==> config.mk <==
export PLATFORM = sky130hd
export DESIGN_NAME = controle_rega
export DESIGN_NICKNAME = d
export VERILOG_FILES = /design/src/rtl/controle_rega.sv
export SDC_FILE = /design/constraint.sdc
export NUM_CORES = 1
export LEC_CHECK = 0
export CORE_MARGIN = 2
export CORE_UTILIZATION = 37
export CTS_BUF_LIST = sky130_fd_sc_hd__clkbuf_4
export DETAILED_ROUTE_END_ITERATION = 7
export SLEW_MARGIN = 10
export SYNTH_ARGS = -nofsm -noshare
export SYNTH_HDL_FRONTEND = slang
export SYNTH_SLANG_ARGS = --single-unit
==> constraint.sdc <==
create_clock -name clock -period 2.2 [get_ports clock]
set_clock_uncertainty 0.15 [all_clocks]
set_input_delay 0.33 -clock clock [delete_from_list [all_inputs] [get_ports clock]]
set_output_delay 0.33 -clock clock [all_outputs]
set_load 0.005 [all_outputs]
==> src/rtl/controle_rega.sv <==
// -----------------------------------------------------------------------------
// controle_rega -- three-zone irrigation controller
//
// Arbitrates level requests from three zones round-robin. It opens the valve of
// the granted zone and counts the watering time down in mm:ss, one second per
// tick_1hz pulse. It reports normal completion with a one-cycle fim pulse.
//
// Ports
//   clock       system clock; all state updates on its rising edge
//   rst         asynchronous, active-high reset
//   tick_1hz    one-cycle pulse per second
//   req[2:0]    level watering requests, one bit per zone
//   dur_min     requested duration in minutes (10..15 clamp to 9)
//   stop        abort of the active watering cycle
//   pausa       (only with CONTROLE_REGA_PAUSA_EN) hold countdown, close valve
//   valvula     one-hot valve drive, open only while watering
//   zona        index of the granted zone
//   ocupado     high whenever the controller is not idle
//   fim         one-cycle pulse on normal completion
//   QMinutos / QDSegundos / QUSegundos   remaining time m : s(tens) s(units)
//
// Optional feature: define CONTROLE_REGA_PAUSA_EN to add the pausa input.
// -----------------------------------------------------------------------------
module controle_rega (
  input  logic       clock,
  input  logic       rst,
  input  logic       tick_1hz,
  input  logic [2:0] req,
  input  logic [3:0] dur_min,
  input  logic       stop,
`ifdef CONTROLE_REGA_PAUSA_EN
  input  logic       pausa,
`endif
  output logic [2:0] valvula,
  output logic [1:0] zona,
  output logic       ocupado,
  output logic       fim,
  output logic [3:0] QMinutos,
  output logic [2:0] QDSegundos,
  output logic [3:0] QUSegundos
);

  typedef enum logic [1:0] {IDLE, CARGA, REGA, FIM} state_t;

  state_t     state_q, state_d;
  logic [1:0] ult_q, ult_d;
  logic [1:0] zona_q, zona_d;
  logic [3:0] min_q, min_d;
  logic [2:0] ds_q, ds_d;
  logic [3:0] us_q, us_d;
  logic [2:0] valv_q, valv_d;
  logic       fim_q, fim_d;
  logic       ocup_q, ocup_d;

  logic       pausa_w;
  logic [1:0] grant_w;
  logic       tick_ok;
  logic       last_sec;

`ifdef CONTROLE_REGA_PAUSA_EN
  assign pausa_w = pausa;
`else
  assign pausa_w = 1'b0;
`endif

  function automatic logic [1:0] inc3(input logic [1:0] z);
    inc3 = (z == 2'd2) ? 2'd0 : z + 2'd1;
  endfunction

  function automatic logic [2:0] onehot(input logic [1:0] z);
    case (z)
      2'd0:    onehot = 3'b001;
      2'd1:    onehot = 3'b010;
      2'd2:    onehot = 3'b100;
      default: onehot = 3'b000;
    endcase
  endfunction

  function automatic logic [3:0] clamp_min(input logic [3:0] d);
    clamp_min = (d > 4'd9) ? 4'd9 : d;
  endfunction

  // Round-robin: look at ult+1, then ult+2, and finally ult itself. This is
  // only called with req != 0, so the last fallback always holds a request.
  function automatic logic [1:0] rr_pick(input logic [2:0] r, input logic [1:0] last);
    logic [1:0] n1;
    logic [1:0] n2;
    n1 = inc3(last);
    n2 = inc3(n1);
    if (r[n1])      rr_pick = n1;
    else if (r[n2]) rr_pick = n2;
    else            rr_pick = last;
  endfunction

  assign grant_w  = rr_pick(req, ult_q);
  assign tick_ok  = tick_1hz & ~pausa_w;
  assign last_sec = (min_q == 4'd0) && (ds_q == 3'd0) && (us_q == 4'd1);

  always_comb begin
    state_d = state_q;
    ult_d   = ult_q;
    zona_d  = zona_q;
    min_d   = min_q;
    ds_d    = ds_q;
    us_d    = us_q;

    case (state_q)
      IDLE: begin
        if (req != 3'b000) begin
          zona_d  = grant_w;
          min_d   = clamp_min(dur_min);
          ds_d    = 3'd0;
          us_d    = 4'd0;
          state_d = CARGA;
        end
      end
      CARGA: begin
        // A zero duration skips watering entirely; the valve never opens.
        state_d = (min_q != 4'd0) ? REGA : FIM;
      end
      REGA: begin
        // stop has priority over a coincident final tick.
        if (stop) begin
          ult_d   = zona_q;
          state_d = IDLE;
        end else if (tick_ok) begin
          if (last_sec) begin
            us_d    = 4'd0;
            state_d = FIM;
          end else if (us_q != 4'd0) begin
            us_d = us_q - 4'd1;
          end else begin
            us_d = 4'd9;
            if (ds_q != 3'd0) begin
              ds_d = ds_q - 3'd1;
            end else begin
              ds_d  = 3'd5;
              min_d = min_q - 4'd1;
            end
          end
        end
      end
      FIM: begin
        ult_d   = zona_q;
        state_d = IDLE;
      end
      default: state_d = IDLE;
    endcase

    // Outputs are registered from the next state so they line up with it.
    fim_d  = (state_d == FIM);
    ocup_d = (state_d != IDLE);
    valv_d = ((state_d == REGA) && !pausa_w) ? onehot(zona_d) : 3'b000;
  end

  always_ff @(posedge clock or posedge rst) begin
    if (rst) begin
      state_q <= IDLE;
      ult_q   <= 2'd2;  // makes zone 0 win the first arbitration
      zona_q  <= 2'd0;
      min_q   <= 4'd0;
      ds_q    <= 3'd0;
      us_q    <= 4'd0;
      valv_q  <= 3'b000;
      fim_q   <= 1'b0;
      ocup_q  <= 1'b0;
    end else begin
      state_q <= state_d;
      ult_q   <= ult_d;
      zona_q  <= zona_d;
      min_q   <= min_d;
      ds_q    <= ds_d;
      us_q    <= us_d;
      valv_q  <= valv_d;
      fim_q   <= fim_d;
      ocup_q  <= ocup_d;
    end
  end

  assign valvula    = valv_q;
  assign zona       = zona_q;
  assign ocupado    = ocup_q;
  assign fim        = fim_q;
  assign QMinutos   = min_q;
  assign QDSegundos = ds_q;
  assign QUSegundos = us_q;

endmodule
==> results of run 1 <==
## kinds of logic after synthesis
kind of cell | share of synthesized area (%)
mux | 2.600
flops | 44.10
simple gates | 21.70
buf+inv | 5.199
compound gates | 22.40
fa+ha+maj | 4.000
## worst max path at each step
stage / startpoint / to / slack [ps] / cells past startpoint
final: QUSegundos[0] / QMinutos[1] / 80 / 6
after global placement: req[0] / QUSegundos[1] / 100 / 6
after detailed placement: req[0] / QUSegundos[1] / 50 / 6
after CTS: QUSegundos[0] / QMinutos[1] / 60 / 6
after global routing: QUSegundos[1] / QMinutos[1] / -7 / 6
after floorplan: QMinutos[0] / QMinutos[1] / 250 / 6
## worst max-delay path: stages (launching register included)
cell and delay (ps):
dfrtp_1 430, inv_1 110, ha_2 210, or3b_1 390, a211oi_2 370, a31oi_1 140, o22a_2 220
## power by group
group,leakage [nW],switching [mW],total (mW),internal [mW]
registers,0.281,0.187,0.756,0.569
logic,0.412,0.607,1.29,0.685
clock network,0.0184,0.121,0.204,0.0831
## area by class of cell
class | instances | share of cell area, %
multi-input combinational | 96 | 38.26
sequential | 22 | 32.89
timing repair buffer | 38 | 21.18
tap | 46 | 3.430
inverter | 11 | 2.461
clock buffer | 4 | 1.790
## timing repair
item,4_1_cts,5_1_grt
resized for setup,0,2
setup endpoints to repair,0,4
setup buffers,0,0
hold buffers,0,0
## metal layers
layer / track usage, % / vias to the layer above / wire length, microns
met5: 0 / - / 0
met3: 2.536 / 4 / 118
met1: 21.05 / 553 / 1439
met4: 5.833 / 0 / 31
li1: - / 565 / -
met2: 28.94 / 26 / 1440
## registers in the layout, summed over array words and instances (netlist names)
signal	count
valvula	3
QUSegundos	4
zona	2
state_q	2
QMinutos	4
QDSegundos	3
ocupado	1
fim	1
ult_q	2
## cells in the final DEF, fill, tap and decap left out, types with 2 or more instances in the layout
master | netlist | routed
clkdlybuf4s50_1 | 0 | 28
nand2_1 | 5 | 5
o31ai_1 | 2 | 2
ha_1 | 4 | 3
clkbuf_4 | 0 | 4
o21ai_0 | 9 | 9
o21a_1 | 2 | 2
mux2_2 | 2 | 2
o21ai_1 | 4 | 4
inv_1 | 11 | 11
a311o_1 | 2 | 2
nand2b_1 | 4 | 4
nor3b_1 | 4 | 3
o22ai_1 | 4 | 4
dfrtp_1 | 21 | 21
a21oi_1 | 5 | 5
nor3_1 | 5 | 5
buf_4 | 0 | 10
a31oi_1 | 3 | 3
or4_1 | 2 | 2
a211oi_1 | 3 | 3
nand3_1 | 6 | 6
nor2_1 | 9 | 9
or3_1 | 2 | 2
## through the flow
stage | cell area (sq um) | utilization, % | worst slack [ps] | hold slack, ps | power [mW]
floorplan | 1251 | - | 251.0 | 168.5 | 1.497
global placement | 1640 | 49.94 | 99.11 | 354.8 | 2.018
detailed placement | 1640 | 49.94 | 49.84 | 361.3 | 2.034
CTS | 1670 | 50.86 | 59.82 | 198.6 | 2.251
global route | 1678 | 51.09 | -7.081 | 218.2 | 2.433
finish | 1678 | 51.09 | 82.84 | 190.6 | 2.253
==> flow_metrics.env, run 1 <==
export IMPL_status="complete, no violations"
export IMPL_regArea_sq_um=551.8
export IMPL_ys_top_cells_by_count="21 x dfrtp_1, 11 x inv_1, 9 x nor2_1, 9 x o21ai_0, 6 x nand3_1"
export IMPL_cp_arrival_ps=2170
export IMPL_layout_drive_gt1_share_pct=15.79
export IMPL_yosysTopAreaCell="dfrtp_1"
export IMPL_avgSynthCellArea_sq_um=9.408
export IMPL_syn_area_sq_um=1251
export IMPL_grt_overflow=0
export IMPL_setup_tns_ps=0
export IMPL_grt_max_degree=23
export IMPL_ios=29
export IMPL_place_inst=213
export IMPL_cap_violations=0
export IMPL_synth_most_common_cell="dfrtp_1"
export IMPL_worstMarginPinSlew_ps=360.4
export IMPL_place_hpwl_microns=2245
export IMPL_ant_nets=0
export IMPL_cts_htree_levels=1
export IMPL_grt_pass1_wl_microns=5195
export IMPL_io_buffers=28
export IMPL_fin_cells=217
export IMPL_cts_tree="done"
export IMPL_wl_microns=3029
export IMPL_worstPathRequired_ps=2260
export IMPL_hold_viol_final=0
export IMPL_crit_type="reg -> reg"
export IMPL_wl_per_cell_microns=13.96
export IMPL_grt_setup_unrepaired="yes"
export IMPL_clkTransAtPathRegs_ps=120
export IMPL_die_area_sq_um=3863
export IMPL_end_kind="register"
export IMPL_cts_path_max_buffers=2
export IMPL_max_vdd_ir_drop_uv=484.8
export IMPL_antenna_found_initial=0
export IMPL_hp_class="in -> async"
export IMPL_cts_buffers=3
export IMPL_gp_congestion=0.8054
export IMPL_synth_nets=148
export IMPL_synth_top_area_share_pct=42.00
export IMPL_start_util_pct=38.10
export IMPL_grt_pass1_vias=1115
export IMPL_die_w_microns=62.15
export IMPL_num_fill_cells=316
export IMPL_r2r_start="QUSegundos[0]"
export IMPL_startpoint_type="register"
export IMPL_drcViolationCount=0
export IMPL_num_vias=1148
export IMPL_netlist_instances=133
export IMPL_fmax_ghz=0.4723
export IMPL_path_max_fanout=5
export IMPL_antennaDiodeCount=0
export IMPL_synth_main_ff_cell="dfrtp_1"
export IMPL_r2r_end="QMinutos[1]"
export IMPL_firstDrtPassIters=4
export IMPL_reg2reg_depth=6
export IMPL_synth_edff_count=0
export IMPL_drt_iter0_drc=36
export IMPL_fin_crit_ps=2117
export IMPL_regToRegSetupSlack_ps=80
export IMPL_clockRootBuffer="clkbuf_4"
export IMPL_setup_viol=0
export IMPL_drv_slew=0
export IMPL_nNetsFinal=187
export IMPL_area_delta_synth_final_pct=34.10
export IMPL_grt_usage_pct=16.63
export IMPL_insertion_delay_ps=310
export IMPL_finalCritPeriodShare_pct=96.23
export IMPL_total_leakage_power_nw=0.7119
export IMPL_vias_per_cell=5.290
export IMPL_multiInputGateArea_sq_um=641.9
export IMPL_powerDensity_nw_per_um2=1343
export IMPL_ys_warn_count=0
export IMPL_synth_cell_types=45
export IMPL_core_area_sq_um=3284
export IMPL_dieHeight_microns=62.15
export IMPL_synthArstFlopShare_pct=100.0
export IMPL_relSlewSlack_pct=75.93
export IMPL_ys_top_cells_by_area="dfrtp_1 42%, ha_1 4.0%, o21ai_0 3.6%"
export IMPL_synth_seq_cells=22
export IMPL_numClockSinks=22
export IMPL_ys_seq_area_share_pct=44.10
export IMPL_num_rows=21
Power figures use the tool's default switching activity.
==> inputs of run 2 (changes only) <==
Settings changed: CORE_UTILIZATION 37 to 40, PLACE_DENSITY set to 0.66.
==> run 2 against run 1 <==
Non-clock buffer count is 2 lower. Clock power decreased by 10%. Fmax grew 1.9%. Critical endpoint is now QUSegundos[1]. Via count fell by 1.3%. Register-to-register slack better by 40 ps.
==> flow_metrics.env, run 2 (synthesis results as in run 1) <==
export IMPL_powerDensity_nw_per_um2=1345
export IMPL_cts_buffers=3
export IMPL_numClockSinks=22
export IMPL_start_util_pct=41.67
export IMPL_hold_buffers=0
export IMPL_io_buffers=28
export IMPL_insertion_delay_ps=300
export IMPL_cts_tree="done"
export IMPL_clockRootBuffer="clkbuf_4"
export IMPL_grt_setup_unrepaired="no"
export IMPL_core_area_sq_um=3003
export IMPL_grt_overflow=0
export IMPL_hold_viol_final=0
export IMPL_startpoint_type="register"
export IMPL_grt_usage_pct=18.24
export IMPL_gp_congestion=0.8421
export IMPL_ant_nets=0
export IMPL_relSlewSlack_pct=72.34
export IMPL_grt_pass1_wl_microns=4905
export IMPL_worstMarginPinSlew_ps=413.9
export IMPL_fmax_ghz=0.4815
export IMPL_grt_max_degree=23
export IMPL_setup_viol=0
export IMPL_die_w_microns=59.93
export IMPL_place_hpwl_microns=2255
export IMPL_place_inst=197
export IMPL_hp_class="in -> async"
export IMPL_area_delta_synth_final_pct=33.40
export IMPL_grt_pass1_vias=1100
export IMPL_clkTransAtPathRegs_ps=120
export IMPL_max_vdd_ir_drop_uv=541.9
export IMPL_fin_cells=202
export IMPL_nNetsFinal=185
export IMPL_cts_path_max_buffers=2
export IMPL_cts_htree_levels=1
export IMPL_total_leakage_power_nw=0.7034
export IMPL_firstDrtPassIters=4
export IMPL_setup_worst_path_start="QUSegundos[0]"
export IMPL_status="complete, no violations"
export IMPL_fin_crit_ps=2077
export IMPL_drcViolationCount=0
export IMPL_final_common_cell="clkdlybuf4s50_1"
export IMPL_antenna_found_initial=0
export IMPL_end_kind="register"
export IMPL_wl_microns=2975
export IMPL_wl_per_cell_microns=14.73
export IMPL_vias_per_cell=5.609
export IMPL_num_rows=20
export IMPL_setup_tns_ps=0
export IMPL_drt_iter0_drc=31
export IMPL_ios=29
export IMPL_die_area_sq_um=3592
export IMPL_path_max_fanout=5
export IMPL_layout_drive_gt1_share_pct=15.38
export IMPL_crit_type="reg -> reg"
export IMPL_num_vias=1133
export IMPL_drv_slew=0
export IMPL_antennaDiodeCount=0
export IMPL_dieHeight_microns=59.93
export IMPL_worstPathRequired_ps=2290
export IMPL_cap_violations=0
export IMPL_r2r_start="QUSegundos[0]"
export IMPL_final_cell_mix="28 x clkdlybuf4s50_1, 21 x dfrtp_1, 11 x inv_1"
export IMPL_cp_arrival_ps=2160
export IMPL_finalCritPeriodShare_pct=94.41
==> run 2: changes by cell type in the layout (fill, tap and decap cells not counted), sizes merged <==
cell / before / now
buf: 10 / 8
clkbuf: 4 / 3
clkinv: 0 / 1
==> run 2: worst max-delay path, stage by stage, from the launching register on <==
cell and delay [ps]:
dfrtp_1 390, buf_4 140, ha_1 260, nor4b_2 200
a31o_2 280, or4_1 480, o21ai_1 100
==> run 2: report_power, final <==
part	internal (mW)	switching [mW]	leakage, nW
Clock	0.0661	0.117	0.0154
Sequential	0.569	0.182	0.281
Combinational	0.693	0.618	0.407
Total	1.33	0.917	0.703
==> run 2: path summary, 6_finish.rpt <==
| path | endpoint | slack, ps | cells past startpoint |
|---|---|---|---|
| worst max-delay path | QUSegundos[1] | 120 | 6 |
| worst min-delay path | state_q[0] | 210 | 3 |
| worst max register to register | QUSegundos[1] | 120 | 6 |
| worst min register to register | valvula[0] | 380 | 1 |
| max in group asynchronous | ult_q[1] | 1410 | 3 |
| min in group clock | valvula[0] | 380 | 1 |
==> run 2: repair_timing <==
item	4_1_cts	5_1_grt
gates resized for setup	0	6
buffers inserted	0	1
endpoints found under the setup margin	0	4
==> run 2: metrics by stage <==
step | instance area (sq um) | util, % | power (mW) | worst slack, ps | hold slack, ps
global route | 1669 | 55.58 | 2.445 | 24.53 | 234.5
CTS | 1628 | 54.21 | 2.173 | 54.92 | 213.7
global placement | 1602 | 53.33 | 1.959 | 138.2 | 358.3
finish | 1669 | 55.58 | 2.245 | 123.0 | 209.2
floorplan | 1251 | - | 1.497 | 251.0 | 168.5
detailed placement | 1602 | 53.33 | 1.984 | 51.49 | 376.6
==> run 2: area by class of cell <==
cell class              instances  area [sq um]
clock inverters                 1         3.754
inverters                      11         41.29
repair buffers                 36         340.3
flip-flops and latches         22         551.8
fillers                       293          1334
clock buffers                   3         22.52
well taps                      33         41.29
multi-input cells              96         668.1
==> run 2: layer usage <==
layer / global-route usage (%) / up-vias / share of wire, %
met5: 0 / - / 0
met3: 3.680 / 2 / 4.3
met1: 23.91 / 548 / 47
li1: - / 558 / -
met4: 5.714 / 0 / 0.44
met2: 30.12 / 25 / 48
==> inputs of run 3 (changes only) <==
Settings changed: MAX_ROUTING_LAYER set to met4.
==> run 3 against run 2 <==
Global-route usage up 0.53 points. Worst hold slack better by 1.3 ps. Routed wire length up 0.61%. Register-to-register slack about the same. First-iteration DRC count up 13%. Critical path type unchanged. Critical endpoint unchanged. Largest power group unchanged.
==> flow_metrics.env, run 3 (synthesis results as in run 1) <==
export IMPL_status="complete, no violations"
export IMPL_end_kind="register"
export IMPL_max_vdd_ir_drop_uv=542.0
export IMPL_slowest_stage="or4_1"
export IMPL_cts_htree_levels=1
export IMPL_drt_iter0_drc=35
export IMPL_cts_tree="done"
export IMPL_cell_internal_pwr_mw=1.328
export IMPL_area_delta_synth_final_pct=33.40
export IMPL_grt_overflow=0
export IMPL_die_area_sq_um=3592
export IMPL_cts_buffers=3
export IMPL_hold_ws_ps=210.5
export IMPL_final_cell_mix="28 x clkdlybuf4s50_1, 21 x dfrtp_1, 11 x inv_1"
export IMPL_total_leakage_power_nw=0.7034
export IMPL_clock_power_share_pct=8.1
export IMPL_max_stage_delay_ps=480
export IMPL_hp_class="in -> async"
export IMPL_grt_setup_unrepaired="no"
export IMPL_layout_drive_gt1_share_pct=15.38
export IMPL_power_frac_seq_pct=33.4
export IMPL_grt_max_degree=23
export IMPL_firstDrtPassIters=4
export IMPL_final_common_cell="clkdlybuf4s50_1"
export IMPL_critical_path_top_delay_family="simple AND/OR/NAND/NOR gates"
export IMPL_io_buffers=28
export IMPL_reg2reg_depth=6
export IMPL_gr_max_usage_layer="met2"
export IMPL_insertion_delay_ps=300
export IMPL_ios=29
export IMPL_vias_per_cell=5.624
export IMPL_worstPathRequired_ps=2290
export IMPL_core_area_sq_um=3003
export IMPL_regToRegSetupSlack_ps=120
export IMPL_finalCritPeriodShare_pct=94.55
export IMPL_wl_per_cell_microns=14.82
export IMPL_use_met3_pct=3.247
export IMPL_antenna_found_initial=0
export IMPL_grt_use_met1_pct=24.18
export IMPL_fmax_ghz=0.4807
export IMPL_fin_total_pwr_mw=2.246
export IMPL_relSlewSlack_pct=72.25
export IMPL_cts_path_max_buffers=2
export IMPL_antennaDiodeCount=0
export IMPL_powerDensity_nw_per_um2=1345
export IMPL_ant_nets=0
export IMPL_gp_congestion=0.8552
export IMPL_grt_usage_pct=18.78
export IMPL_r2r_end="QUSegundos[1]"
export IMPL_fin_crit_ps=2080
export IMPL_nNetsFinal=185
export IMPL_path_max_fanout=5
export IMPL_setup_viol=0
export IMPL_p_sw_share_pct=40.86
export IMPL_grt_pass1_wl_microns=4905
export IMPL_hold_viol_final=0
export IMPL_grt_pass1_vias=1100
export IMPL_utilization_pct=55.58
export IMPL_worstMarginPinSlew_ps=415.4
export IMPL_start_util_pct=41.67
export IMPL_crit_type="reg -> reg"
export IMPL_clkTransAtPathRegs_ps=120
export IMPL_cap_violations=0
export IMPL_place_hpwl_microns=2255
export IMPL_crit_buf_inv=1
export IMPL_num_rows=20
export IMPL_dieHeight_microns=59.93
export IMPL_wl_microns=2993
export IMPL_setup_tns_ps=0
export IMPL_worstPathCellList="buf_4, ha_1, nor4b_2, a31o_2, or4_1, o21ai_1"
export IMPL_drcViolationCount=0
export IMPL_clockRootBuffer="clkbuf_4"
export IMPL_drv_slew=0
export IMPL_power_frac_comb_pct=58.4
export IMPL_power_switching_mw=0.9175
export IMPL_die_w_microns=59.93
export IMPL_gr_usage_met2_pct=30.12
export IMPL_r2r_start="QUSegundos[0]"
export IMPL_cp_arrival_ps=2170
export IMPL_num_vias=1136
export IMPL_numClockSinks=22
export IMPL_startpoint_type="register"
==> run 3: cell counts in the layout (fill, tap and decap cells not counted) <==
No cell type changed its count.
==> run 3: layout make-up <==
cell class / instances / area [sq um]
fillers: 293 / 1334
clock buffers: 3 / 22.52
flip-flops and latches: 22 / 551.8
multi-input cells: 96 / 668.1
inverters: 11 / 41.29
repair buffers: 36 / 340.3
clock inverters: 1 / 3.754
well taps: 33 / 41.29
==> run 3: how the worst max path moves through the flow <==
stage          cells after the start           from            end
6_report                           6  QUSegundos[0]  QUSegundos[1]
5_1_grt                            6  QUSegundos[0]  QUSegundos[1]
4_1_cts                            6  QUSegundos[0]    QMinutos[1]
3_5_place_dp                       5           stop  QUSegundos[1]
3_3_place_gp                       6  QUSegundos[0]    QMinutos[1]
2_1_floorplan                      6    QMinutos[0]    QMinutos[1]
==> run 3: worst min-delay path, cell delays in order <==
cell and delay (ps):
clkdlybuf4s50_1 400, inv_1 50, buf_4 280
==> run 3: stage by stage <==
stage	worst slack (ps)	area [sq um]	cells
after floorplan	251.0	1251	133
after global placement	138.2	1602	197
after detailed placement	51.49	1602	197
after CTS	54.92	1628	201
after global routing	24.53	1669	202
final	119.8	1669	202
==> run 3: power by group through the flow <==
stage	Sequential [mW]	Combinational, mW	Clock [mW]
after floorplan	0.725	0.772	0
after global placement	0.751	1.21	0
after detailed placement	0.756	1.23	0
after CTS	0.749	1.23	0.191
after global routing	0.780	1.45	0.215
final	0.751	1.31	0.182
==> run 3: metal layers <==
layer	up-vias	share of wire (%)
met4	0	0.43
met2	25	49
met3	2	4.0
met1	551	47
met5	-	0
li1	558	-
==> run 3: timing repair <==
action,4_1_cts,5_1_grt
gates resized for setup,0,6
endpoints found under the setup margin,0,4
hold buffers,0,0
setup buffers,0,1
